$ cat src/rtl/mem_copy_engine.sv
// Word-granular memory copy/fill engine: copies length words from src to dst
// (2 cycles/word) or fills dst with a constant (1 cycle/word) over a single-port memory.
module mem_copy_engine #(
  parameter int LEN_W = 16
) (
  input  logic             clk,
  input  logic             rst_n,
  input  logic             start,
  input  logic             abort,
  input  logic             fill_mode,
  input  logic [31:0]      src_addr,
  input  logic [31:0]      dst_addr,
  input  logic [LEN_W-1:0] length,
  input  logic [31:0]      fill_value,
  output logic             busy,
  output logic             done,
  output logic [LEN_W-1:0] count,
  output logic [31:0]      mem_addr,
  input  logic [31:0]      mem_val,
  output logic             mem_wr_enb,
  output logic [31:0]      mem_wr_data
);

  typedef enum logic [1:0] {S_IDLE, S_READ, S_WRITE, S_DONE} state_t;

  state_t           r_state;
  state_t           w_next;
  logic [31:0]      r_src;
  logic [31:0]      r_dst;
  logic [LEN_W-1:0] r_rem;
  logic [LEN_W-1:0] r_count;
  logic [31:0]      r_data;
  logic             r_fill_mode;
  logic [31:0]      r_fill_value;
  logic             w_launch;

  // Abort outranks start, so a simultaneous request never launches.
  assign w_launch = start && !abort;

  always_comb begin
    w_next      = r_state;
    busy        = 1'b1;
    done        = 1'b0;
    mem_addr    = 32'd0;
    mem_wr_enb  = 1'b0;
    mem_wr_data = 32'd0;
    case (r_state)
      S_IDLE: begin
        busy = 1'b0;
        if (w_launch) begin
          if (length == '0)    w_next = S_DONE;
          else if (fill_mode)  w_next = S_WRITE;
          else                 w_next = S_READ;
        end
      end
      S_READ: begin
        mem_addr = r_src;
        w_next   = abort ? S_IDLE : S_WRITE;
      end
      S_WRITE: begin
        mem_addr    = r_dst;
        mem_wr_enb  = !abort;
        mem_wr_data = r_fill_mode ? r_fill_value : r_data;
        if (abort)                      w_next = S_IDLE;
        else if (r_rem == LEN_W'(1))    w_next = S_DONE;
        else if (r_fill_mode)           w_next = S_WRITE;
        else                            w_next = S_READ;
      end
      S_DONE: begin
        done   = !abort;
        w_next = S_IDLE;
      end
      default: w_next = S_IDLE;
    endcase
  end

  always_ff @(posedge clk or negedge rst_n) begin
    if (!rst_n) begin
      r_state      <= S_IDLE;
      r_src        <= 32'd0;
      r_dst        <= 32'd0;
      r_rem        <= '0;
      r_count      <= '0;
      r_data       <= 32'd0;
      r_fill_mode  <= 1'b0;
      r_fill_value <= 32'd0;
    end else begin
      r_state <= w_next;
      case (r_state)
        S_IDLE: begin
          if (w_launch) begin
            r_src        <= src_addr;
            r_dst        <= dst_addr;
            r_rem        <= length;
            r_count      <= '0;
            r_fill_mode  <= fill_mode;
            r_fill_value <= fill_value;
          end
        end
        S_READ: begin
          if (!abort) r_data <= mem_val;
        end
        S_WRITE: begin
          // Pointers wrap naturally at 2^32; an aborted write does not advance.
          if (!abort) begin
            r_dst   <= r_dst + 32'd1;
            r_rem   <= r_rem - LEN_W'(1);
            r_count <= r_count + LEN_W'(1);
            if (!r_fill_mode) r_src <= r_src + 32'd1;
          end
        end
        default: ;
      endcase
    end
  end

  assign count = r_count;

endmodule

$ cat config.mk
export PLATFORM = sky130hd
export DESIGN_NAME = mem_copy_engine
export DESIGN_NICKNAME = d
export VERILOG_FILES = /design/src/rtl/mem_copy_engine.sv
export SDC_FILE = /design/constraint.sdc
export NUM_CORES = 1
export LEC_CHECK = 0
export ABC_CLOCK_PERIOD_IN_PS = 1950
export CORE_MARGIN = 4
export CORE_UTILIZATION = 49
export DETAILED_ROUTE_END_ITERATION = 10
export DONT_BUFFER_PORTS = 1
export HOLD_SLACK_MARGIN = 0.12
export MAX_ROUTING_LAYER = met4
export PLACE_DENSITY = 0.73
export SKIP_LAST_GASP = 1
export SYNTH_ARGS = -nofsm -noshare
export SYNTH_HDL_FRONTEND = slang
export SYNTH_SLANG_ARGS = --single-unit
$ cat constraint.sdc
create_clock -name clk -period 1.95 [get_ports clk]
set_input_delay 0.195 -clock clk [delete_from_list [all_inputs] [get_ports clk]]
set_output_delay 0.195 -clock clk [all_outputs]
set_load 0.01 [all_outputs]
==> results of run 1 <==
==> power groups by stage <==
| stage | sequential [mW] | combinational, mW | clock [mW] |
|---|---|---|---|
| floorplan | 6.13 | 5.87 | 0 |
| global route | 6.74 | 13.1 | 3.56 |
| detailed placement | 6.38 | 8.92 | 0 |
| global placement | 6.30 | 8.68 | 0 |
| finish | 6.63 | 12.4 | 3.40 |
| CTS | 6.36 | 10.7 | 3.44 |
==> logic make-up (layout without fill, tap and decap cells) <==
kind of cell             count (synthesis)  after routing  synth area share
AO/OA/AOI/OAI                          233            233             0.159
XOR/XNOR                                14             14            0.0130
adder cells (fa/ha/maj)                  9              9            0.0119
buffers and inverters                   93            366            0.0416
flip-flops                             163            163             0.431
multiplexers                           131            131             0.147
other                                    0              7                 0
AND/OR/NAND/NOR                        351            351             0.196
==> worst paths after layout <==
kind	from	end	cells past startpoint
setup / recovery	r_state[1]	r_src[17]	10
hold / removal	rst_n	r_src[19]	0
setup reg to reg	r_state[1]	r_src[17]	10
hold reg to reg	r_data[25]	r_data[25]	1
max in group asynchronous	rst_n	r_data[8]	0
min in group clk	start	count[1]	3
==> registers in the layout, summed over array words and instances, names as in the netlist <==
signal and cells:
r_rem 16, count 16, r_data 32, r_src 32, r_dst 32, r_fill_value 32
r_state 2, r_fill_mode 1
==> cell usage after synthesis (5+ instances only) <==
cell type	instances
ha_1	9
o22ai_1	42
xor2_1	10
nor3_1	11
nand3_1	45
clkbuf_1	38
o31ai_1	6
o211ai_1	10
buf_2	19
a21oi_1	61
and4_1	7
and3_1	23
nor2b_1	29
a22oi_1	30
dfrtp_1	163
mux2_2	66
clkbuf_2	5
or4_1	6
buf_1	10
mux2i_1	65
o221a_2	6
nor4_1	11
a21boi_0	6
nand4_1	24
nand2_1	78
nor2_1	87
inv_1	18
a31oi_1	7
o21ai_0	35
==> final cells by class <==
class	count	area (sq um)
well taps	260	325
clock buffers	17	425
inverters	19	73.8
multi-input cells	738	5670
flip-flops and latches	163	4080
clock inverters	15	158
fillers	1165	4800
repair buffers	315	3280
diodes	7	17.5
==> through the flow <==
stage          setup slack [ns]  cell area (sq um)  TNS, ns  cells  hold slack [ns]
2_1_floorplan          0.000593               9480        0    994           -0.101
3_3_place_gp            0.00874              10600        0   1302          -0.0930
3_5_place_dp            -0.0412              10600   -0.100   1302          -0.0931
4_1_cts                 -0.0511              13300   -0.667   1500           -0.562
5_1_grt                  -0.213              14000   -14.22   1533           -0.568
6_report                 -0.147              14000    -3.89   1534           -0.555
==> per-layer routing <==
layer  vias up  share of wire  track usage
met1      4736           0.39        0.366
met4         0          0.047        0.137
met2       612           0.48        0.483
met3       133          0.086       0.0746
li1       4193              -            -
met5         -              0            -
==> repair_timing <==
action,in CTS,in global routing
gates cloned,5,9
pin swaps,8,34
hold endpoints to repair,312,163
gates resized for setup,114,93
setup endpoints to repair,79,163
setup buffers,14,19
==> critical path, delay by kind of cell (launching register included) <==
kind	cells	cell delay [ns]
AO/OA/AOI/OAI	2	0.37
adder cells (fa/ha/maj)	1	0.21
buffers and inverters	4	0.62
flip-flops	1	0.39
multiplexers	1	0.10
AND/OR/NAND/NOR	2	0.27
==> flow_metrics.tcl, run 1 <==
set metrics [dict create \
    initialDrtViolationCount 741 \
    finalPower_mw 22.4 \
    die_y_um 147 \
    async_reset_ff_frac 1.00 \
    synth_cells 994 \
    yosys.area.top_type_share 0.431 \
    synth_area_leaders "dfrtp_1 (43%), mux2_2 (7.9%), mux2i_1 (6.9%)" \
    gr-usage-all-layers 0.303 \
    crit_fanout 7 \
    cts_root_buf "clkbuf_16" \
    synth_ff_type "dfrtp_1" \
    avgSynthCellArea_sq_um 9.52 \
    grt_max_degree 164 \
    p_seq_frac 0.296 \
    numCtsBuffers 17 \
    cts_htree_levels 4 \
    wl_um 35000 \
    final_cell_mix "dfrtp_1 (161), dlygate4sd3_1 (148), buf_4 (124)" \
    netlist.top_cell.by_area "dfrtp_1" \
    power.switching_mw 9.63 \
    area_growth_pct 48.2 \
    final_common_cell "dfrtp_1" \
    drt-wirelength-per-cell_um 22.8 \
    rows 50 \
    crit_slowest_cell "dfrtp_1" \
    seq_area_frac_synth 0.431 \
    rrSetupSlack_ns -0.15 \
    max_freq_mhz 477 \
    drt-vias-per-instance 6.31 \
    cts_tree "done" \
    netlist_area_sq_mm 0.00947 \
    power_density_mw_per_mm2 1600 \
    synth_nets 1152 \
    dieArea_sq_mm 0.0216 \
    synth-edff-count 0 \
    setup_slack_ns -0.147 \
    power_frac_clock 0.152 \
    combPwrFrac 0.552 \
    drive_gt1_frac 0.331 \
    synth_cell_types 66 \
    fp.dieW_um 147 \
    path_class "reg2reg" \
    ys.warnings.count 0 \
    core-area_sq_mm 0.0188 \
    synth-seq-cells 163 \
    fin_util 0.745 \
    ir_drop_uv 822 \
    grt_pass1_vias 9557 \
    p_int_mw 12.8 \
    dp_hpwl_um 20100 \
    drc 0 \
    timing.hold.ws_ns -0.555 \
    rsz0062_at_grt "yes" \
    first_pass_iters 5 \
    required_ns 2.26 \
    end_kind "flop" \
    clk_transition_reported_paths_ns 0.08 \
    antenna_found_initial 6 \
    setup_violations 103 \
    clock_sinks 163 \
    nets 1412 \
    ant_nets 0 \
    cts-hold-fix-buffers 148 \
    routabilityCongestion 0.925 \
    clock_path_buffers 2 \
    sw_frac_of_total 0.430 \
    hp-class "in2async" \
    leakagePower_nw 5.85 \
    timing.final.crit_share 1.08 \
    critPathLaunchType "flop" \
    cp_common_cell "buf_12" \
    clock-skew-final_ns 0.0172 \
    hold_violations 163 \
    relSlewSlack 0.662 \
    violations "negative hold slack, negative setup slack" \
    grt_pass1_wl_um 50900 \
    worstPathArrival_ns 2.41 \
    cp_cell_sequence "buf_6 > ha_4 > mux2i_2 > buf_4 > nor2_4 > buf_12 > nand2_8 > buf_12 > o22ai_1 > a21oi_2" \
    tightestPinTransition_ns 0.506 \
    status "finished, violations left" \
    period_minus_slack_ns 2.10 \
    maxSlewViolCount 0 \
    start_util 0.503 \
    maxCapViolCount 0 \
    insertion_delay_ns 0.44 \
    io_pins 232 \
    via_count 9674 \
    slowest_delay_ns 0.39 \
    grt.overflow.total 0 \
    numPortBuffers 0 \
]
Power figures use the tool's default switching activity.
==> run 2: changes to the inputs <==
--- a/config.mk
+++ b/config.mk
@@ -5,14 +5,15 @@
 export SDC_FILE = /design/constraint.sdc
 export NUM_CORES = 1
 export LEC_CHECK = 0
-export ABC_CLOCK_PERIOD_IN_PS = 1950
+export ABC_CLOCK_PERIOD_IN_PS = 2100
+export CORE_ASPECT_RATIO = 1.25
 export CORE_MARGIN = 4
 export CORE_UTILIZATION = 49
 export DETAILED_ROUTE_END_ITERATION = 10
 export DONT_BUFFER_PORTS = 1
 export HOLD_SLACK_MARGIN = 0.12
 export MAX_ROUTING_LAYER = met4
-export PLACE_DENSITY = 0.73
+export PLACE_DENSITY = 0.71
 export SKIP_LAST_GASP = 1
 export SYNTH_ARGS = -nofsm -noshare
 export SYNTH_HDL_FRONTEND = slang
==> constraint.sdc (replaced) <==
create_clock -name clk -period 2.1 [get_ports clk]
set_input_delay 0.21 -clock clk [delete_from_list [all_inputs] [get_ports clk]]
set_output_delay 0.21 -clock clk [all_outputs]
set_load 0.01 [all_outputs]
==> run 2 against run 1 <==
The run ends with negative hold slack left. Critical path depth shrank 3. Largest power group unchanged. Critical path type unchanged. Cell count shrank 6.1%. Die area is essentially flat.
==> flow_metrics.tcl, run 2 (synthesis gave the netlist of run 1 again) <==
set metrics [dict create \
    status "finished, violations left" \
    violations "negative hold slack" \
    path_class "reg2reg" \
    clock-skew-final_ns 0.00817 \
    drive_gt1_frac 0.208 \
    drt-wirelength-per-cell_um 21.0 \
    max_freq_mhz 476 \
    numPortBuffers 0 \
    dp.cells 1249 \
    end_kind "flop" \
    first_pass_iters 5 \
    clock_sinks 163 \
    final_cell_mix "dfrtp_1 (162), dlygate4sd3_1 (146), buf_4 (91)" \
    cts_root_buf "clkbuf_16" \
    crit_fanout 6 \
    ant_nets 0 \
    power_density_mw_per_mm2 1420 \
    met2WireLength_um 14900 \
    core-area_sq_mm 0.0188 \
    dieArea_sq_mm 0.0216 \
    cts_tree "done" \
    area_growth_pct 33.7 \
    finalPower_mw 18.0 \
    stdcell_count 1441 \
    hold_violations 163 \
    cts_htree_levels 4 \
    final.setup.tns_ns 0 \
    setup_violations 0 \
    antenna_found_initial 1 \
    route.met3.wl_um 2510 \
    period_minus_slack_ns 2.10 \
    worstPathArrival_ns 2.43 \
    numCtsBuffers 17 \
    critPathLaunchType "flop" \
    clk_transition_reported_paths_ns 0.07 \
    drt-vias-per-instance 6.17 \
    ir_drop_uv 723 \
    grt.overflow.total 0 \
    via_count 8894 \
    final_common_cell "dfrtp_1" \
    combPwrFrac 0.482 \
    dp_hpwl_um 19900 \
    maxCapViolCount 0 \
    top_layer "met4" \
    p_int_mw 10.6 \
    tightestPinTransition_ns 0.477 \
    rsz0062_at_grt "yes" \
    insertion_delay_ns 0.43 \
    fin_util 0.671 \
    rows 56 \
    crit_slowest_cell "or4_1" \
    fillers 1376 \
    gr-usage-all-layers 0.280 \
    routabilityCongestion 0.935 \
    sw_frac_of_total 0.413 \
    initialDrtViolationCount 641 \
    slowest_delay_ns 0.51 \
    die_y_um 163 \
    power_frac_clock 0.179 \
    hp-class "in2async" \
    io_pins 232 \
    maxSlewViolCount 0 \
    drc 0 \
    rrSetupSlack_ns 0.001 \
    leakagePower_nw 5.37 \
    p_seq_frac 0.339 \
    timing.hold.ws_ns -0.521 \
    timing.final.crit_share 1.00 \
    fp.dieW_um 132 \
    wl_met1_um 12100 \
    required_ns 2.43 \
    cts-hold-fix-buffers 146 \
    nets 1353 \
    relSlewSlack 0.679 \
    power.switching_mw 7.44 \
    grt_pass1_wl_um 47400 \
    grt_pass1_vias 8930 \
    grt_max_degree 164 \
    clock_path_buffers 2 \
    cp_cell_sequence "inv_2 > ha_4 > nand2_1 > nor4_4 > nand2_2 > or4_1 > o211ai_1" \
    wl_um 30200 \
    start_util 0.502 \
]
[run 2: cell types whose count changed in the layout (fill, tap and decap cells not counted), sizes merged, moves of 2 or more]
cell / change
dlygate4sd3: -2
clkinv: +2
buf: -51
diode: -6
clkbuf: -6
inv: -3
[run 2: metal layers]
metal / vias to the layer above / GRT usage
li1: 4071 / -
met1: 4322 / 0.343
met2: 447 / 0.461
met3: 54 / 0.0669
met4: 0 / 0.0884
met5: - / -
[run 2: area by class of cell]
cell class | instances | area [sq um] | share of cell area
Antenna cell | 1 | 2.50 | 0.000198
Tap cell | 232 | 290 | 0.0229
Clock inverter | 15 | 185 | 0.0146
Multi-Input combinational cell | 738 | 5080 | 0.401
Sequential cell | 163 | 4080 | 0.322
Clock buffer | 17 | 425 | 0.0336
Timing Repair Buffer | 256 | 2520 | 0.199
Inverter | 19 | 73.8 | 0.00583
[run 2: worst max-delay path, delay by kind of cell (launching register included)]
kind / cells / cell delay [ns]
AO/OA/AOI/OAI: 1 / 0.12
adder cells (fa/ha/maj): 1 / 0.20
buffers and inverters: 1 / 0.10
flip-flops: 1 / 0.39
AND/OR/NAND/NOR: 4 / 1.20
[run 2: path summary, 6_finish.rpt]
kind	from	to	depth (start not counted)
setup / recovery	r_state[0]	r_dst[28]	7
hold / removal	rst_n	r_src[2]	0
setup reg to reg	r_state[0]	r_dst[28]	7
hold reg to reg	r_fill_value[13]	r_fill_value[13]	1
max in group asynchronous	rst_n	r_dst[20]	0
min in group clk	start	r_state[1]	3
[run 2: power by group through the flow]
stage	registers (mW)	logic, mW	clock network, mW
after floorplan	5.69	5.42	0
final	6.10	8.67	3.22
after global placement	5.98	7.57	0
after global routing	6.28	9.45	3.42
after detailed placement	6.05	7.74	0
after CTS	6.00	8.22	3.28
[run 2: stage by stage]
step / setup slack [ns] / instance area [sq um] / hold WS (ns)
CTS: -0.0363 / 12500 / -0.540
finish: 0.00101 / 12700 / -0.521
floorplan: 0.0780 / 9470 / -0.0856
global placement: 0.0875 / 10300 / -0.0788
detailed placement: 0.0364 / 10300 / -0.0789
global route: -0.0723 / 12700 / -0.546
[run 2: what timing repair did]
item                       CTS  global route
hold endpoints to repair   310           163
buffers inserted             1             9
setup endpoints to repair   35            46
pin swaps                    0             4
gates cloned                 1             2
gates resized for setup     14            17
==> run 3: changes to the inputs <==
--- a/config.mk
+++ b/config.mk
@@ -5,15 +5,14 @@
 export SDC_FILE = /design/constraint.sdc
 export NUM_CORES = 1
 export LEC_CHECK = 0
-export ABC_CLOCK_PERIOD_IN_PS = 2100
+export ABC_CLOCK_PERIOD_IN_PS = 1800
 export CORE_ASPECT_RATIO = 1.25
 export CORE_MARGIN = 4
 export CORE_UTILIZATION = 49
 export DETAILED_ROUTE_END_ITERATION = 10
 export DONT_BUFFER_PORTS = 1
 export HOLD_SLACK_MARGIN = 0.12
-export MAX_ROUTING_LAYER = met4
-export PLACE_DENSITY = 0.71
+export PLACE_DENSITY = 0.73
 export SKIP_LAST_GASP = 1
 export SYNTH_ARGS = -nofsm -noshare
 export SYNTH_HDL_FRONTEND = slang
==> constraint.sdc (replaced) <==
create_clock -name clk -period 1.8 [get_ports clk]
set_input_delay 0.18 -clock clk [delete_from_list [all_inputs] [get_ports clk]]
set_output_delay 0.18 -clock clk [all_outputs]
set_load 0.01 [all_outputs]
==> run 3 against run 2 <==
The flow finishes with violations (negative hold slack, negative setup slack). Design area is 21% higher. Worst hold slack got worse by 0.039 ns. Cell count is 8.8% higher. Via count rose by 22%. Sequential cell count unchanged. Non-clock buffer count is 127 higher. Combinational power up 97%. Critical endpoint is now r_src[23].
==> flow_metrics.tcl, run 3 (synthesis gave the netlist of run 1 again) <==
set metrics [dict create \
    status "finished, violations left" \
    violations "negative hold slack, negative setup slack" \
    start_util 0.502 \
    reg2reg_depth 12 \
    drive_gt1_frac 0.400 \
    timing.hold.ws_ns -0.560 \
    final_common_cell "dfrtp_1" \
    required_ns 2.12 \
    setup_slack_ns -0.483 \
    rows 56 \
    clock-skew-final_ns 0.0145 \
    hold_violations 163 \
    ir_drop_uv 971 \
    area_growth_pct 61.9 \
    cts_root_buf "clkbuf_16" \
    cp_common_cell "buf_6" \
    timing.final.crit_share 1.27 \
    via_count 10846 \
    cts-hold-fix-buffers 148 \
    grt_pass1_wl_um 53800 \
    maxCapViolCount 0 \
    grt_max_degree 164 \
    crit_fanout 6 \
    wl_um 43100 \
    fin_util 0.813 \
    period_minus_slack_ns 2.28 \
    io_pins 232 \
    gr-usage-all-layers 0.313 \
    slowest_delay_ns 0.39 \
    fp.dieW_um 132 \
    max_freq_mhz 438 \
    leakagePower_nw 6.47 \
    clk_transition_reported_paths_ns 0.08 \
    core-area_sq_mm 0.0188 \
    reg2reg_from "r_state[1]" \
    die_y_um 163 \
    power_density_mw_per_mm2 1820 \
    worstPathArrival_ns 2.60 \
    startpoint "r_state[1]" \
    rsz0062_at_grt "yes" \
    final_cell_mix "dfrtp_1 (162), dlygate4sd3_1 (148), buf_4 (144)" \
    drt-vias-per-instance 6.92 \
    nets 1481 \
    tightestPinTransition_ns 0.632 \
    routabilityCongestion 0.883 \
    cts_htree_levels 4 \
    relSlewSlack 0.575 \
    dieArea_sq_mm 0.0216 \
    drc 0 \
    crit_buf_inv 6 \
    initialDrtViolationCount 1502 \
    insertion_delay_ns 0.44 \
    cp_cell_sequence "inv_2 > buf_6 > ha_4 > mux2i_4 > buf_6 > a211oi_4 > buf_12 > buf_8 > buf_16 > nand2_1 > mux2i_1 > a21oi_1" \
    end_kind "flop" \
    worst-path-stages 12 \
    numPortBuffers 0 \
    first_pass_iters 8 \
    grt_pass1_vias 10029 \
    clock_sinks 163 \
    hp-class "in2async" \
    setup_violations 213 \
    antenna_found_initial 1 \
    maxSlewViolCount 0 \
    clock_path_buffers 2 \
    path_class "reg2reg" \
    drt-wirelength-per-cell_um 27.5 \
    dp_slack_ns -0.156 \
    final.setup.tns_ns -39.70 \
    critPathTopFamily "buffers and inverters" \
    grt.overflow.total 0 \
    critPathLaunchType "flop" \
    crit_slowest_cell "dfrtp_1" \
    cts_tree "done" \
    dp_hpwl_um 20200 \
    ant_nets 0 \
    numCtsBuffers 17 \
]
[run 3: final cells by class]
class | count | area [sq um]
antenna | 1 | 2.50
clock inverter | 11 | 126
clock buffer | 20 | 467
fill | 917 | 3520
sequential | 163 | 4080
inverter | 19 | 83.8
multi-input combinational | 739 | 6000
timing repair buffer | 383 | 4270
tap | 232 | 290
[run 3: routing by layer]
layer / routed length, um / track usage / vias up
met1: 14300 / 0.346 / 5149
met2: 20300 / 0.556 / 991
met4: 3810 / 0.159 / 0
met5: 0 / 0 / -
met3: 4650 / 0.0829 / 372
li1: - / - / 4334
[run 3: final timing paths]
kind / slack (ns) / end
worst min-delay path: -0.56 / r_data[30]
max in group asynchronous: 2.03 / r_src[25]
min in group clk: 0.13 / r_state[1]
worst max-delay path: -0.48 / r_src[23]
worst max register to register: -0.48 / r_src[23]
worst min register to register: 0.51 / r_data[4]
[run 3: power by group]
| group | switching (mW) | internal (mW) | total [mW] |
|---|---|---|---|
| sequential | 1.61 | 5.40 | 7.02 |
| clock | 1.64 | 2.16 | 3.79 |
| combinational | 8.66 | 8.49 | 17.1 |
| total | 11.9 | 16.1 | 28.0 |
[run 3: per-stage QoR]
| stage | total power, mW | hold slack [ns] | instances | instance area [sq um] |
|---|---|---|---|---|
| 3_3_place_gp | 16.6 | -0.111 | 1307 | 10800 |
| 3_5_place_dp | 16.9 | -0.110 | 1307 | 10800 |
| 6_report | 28.0 | -0.560 | 1568 | 15300 |
| 4_1_cts | 23.6 | -0.573 | 1522 | 13900 |
| 5_1_grt | 28.8 | -0.581 | 1568 | 15300 |
| 2_1_floorplan | 13.1 | -0.116 | 994 | 9540 |
[run 3: what timing repair did]
item                                    in CTS  in global routing
resized for setup                          124                201
cloned                                      14                 22
setup buffers                               22                 26
pin swaps                                   25                 71
hold endpoints to repair                   312                163
endpoints found under the setup margin     194                228
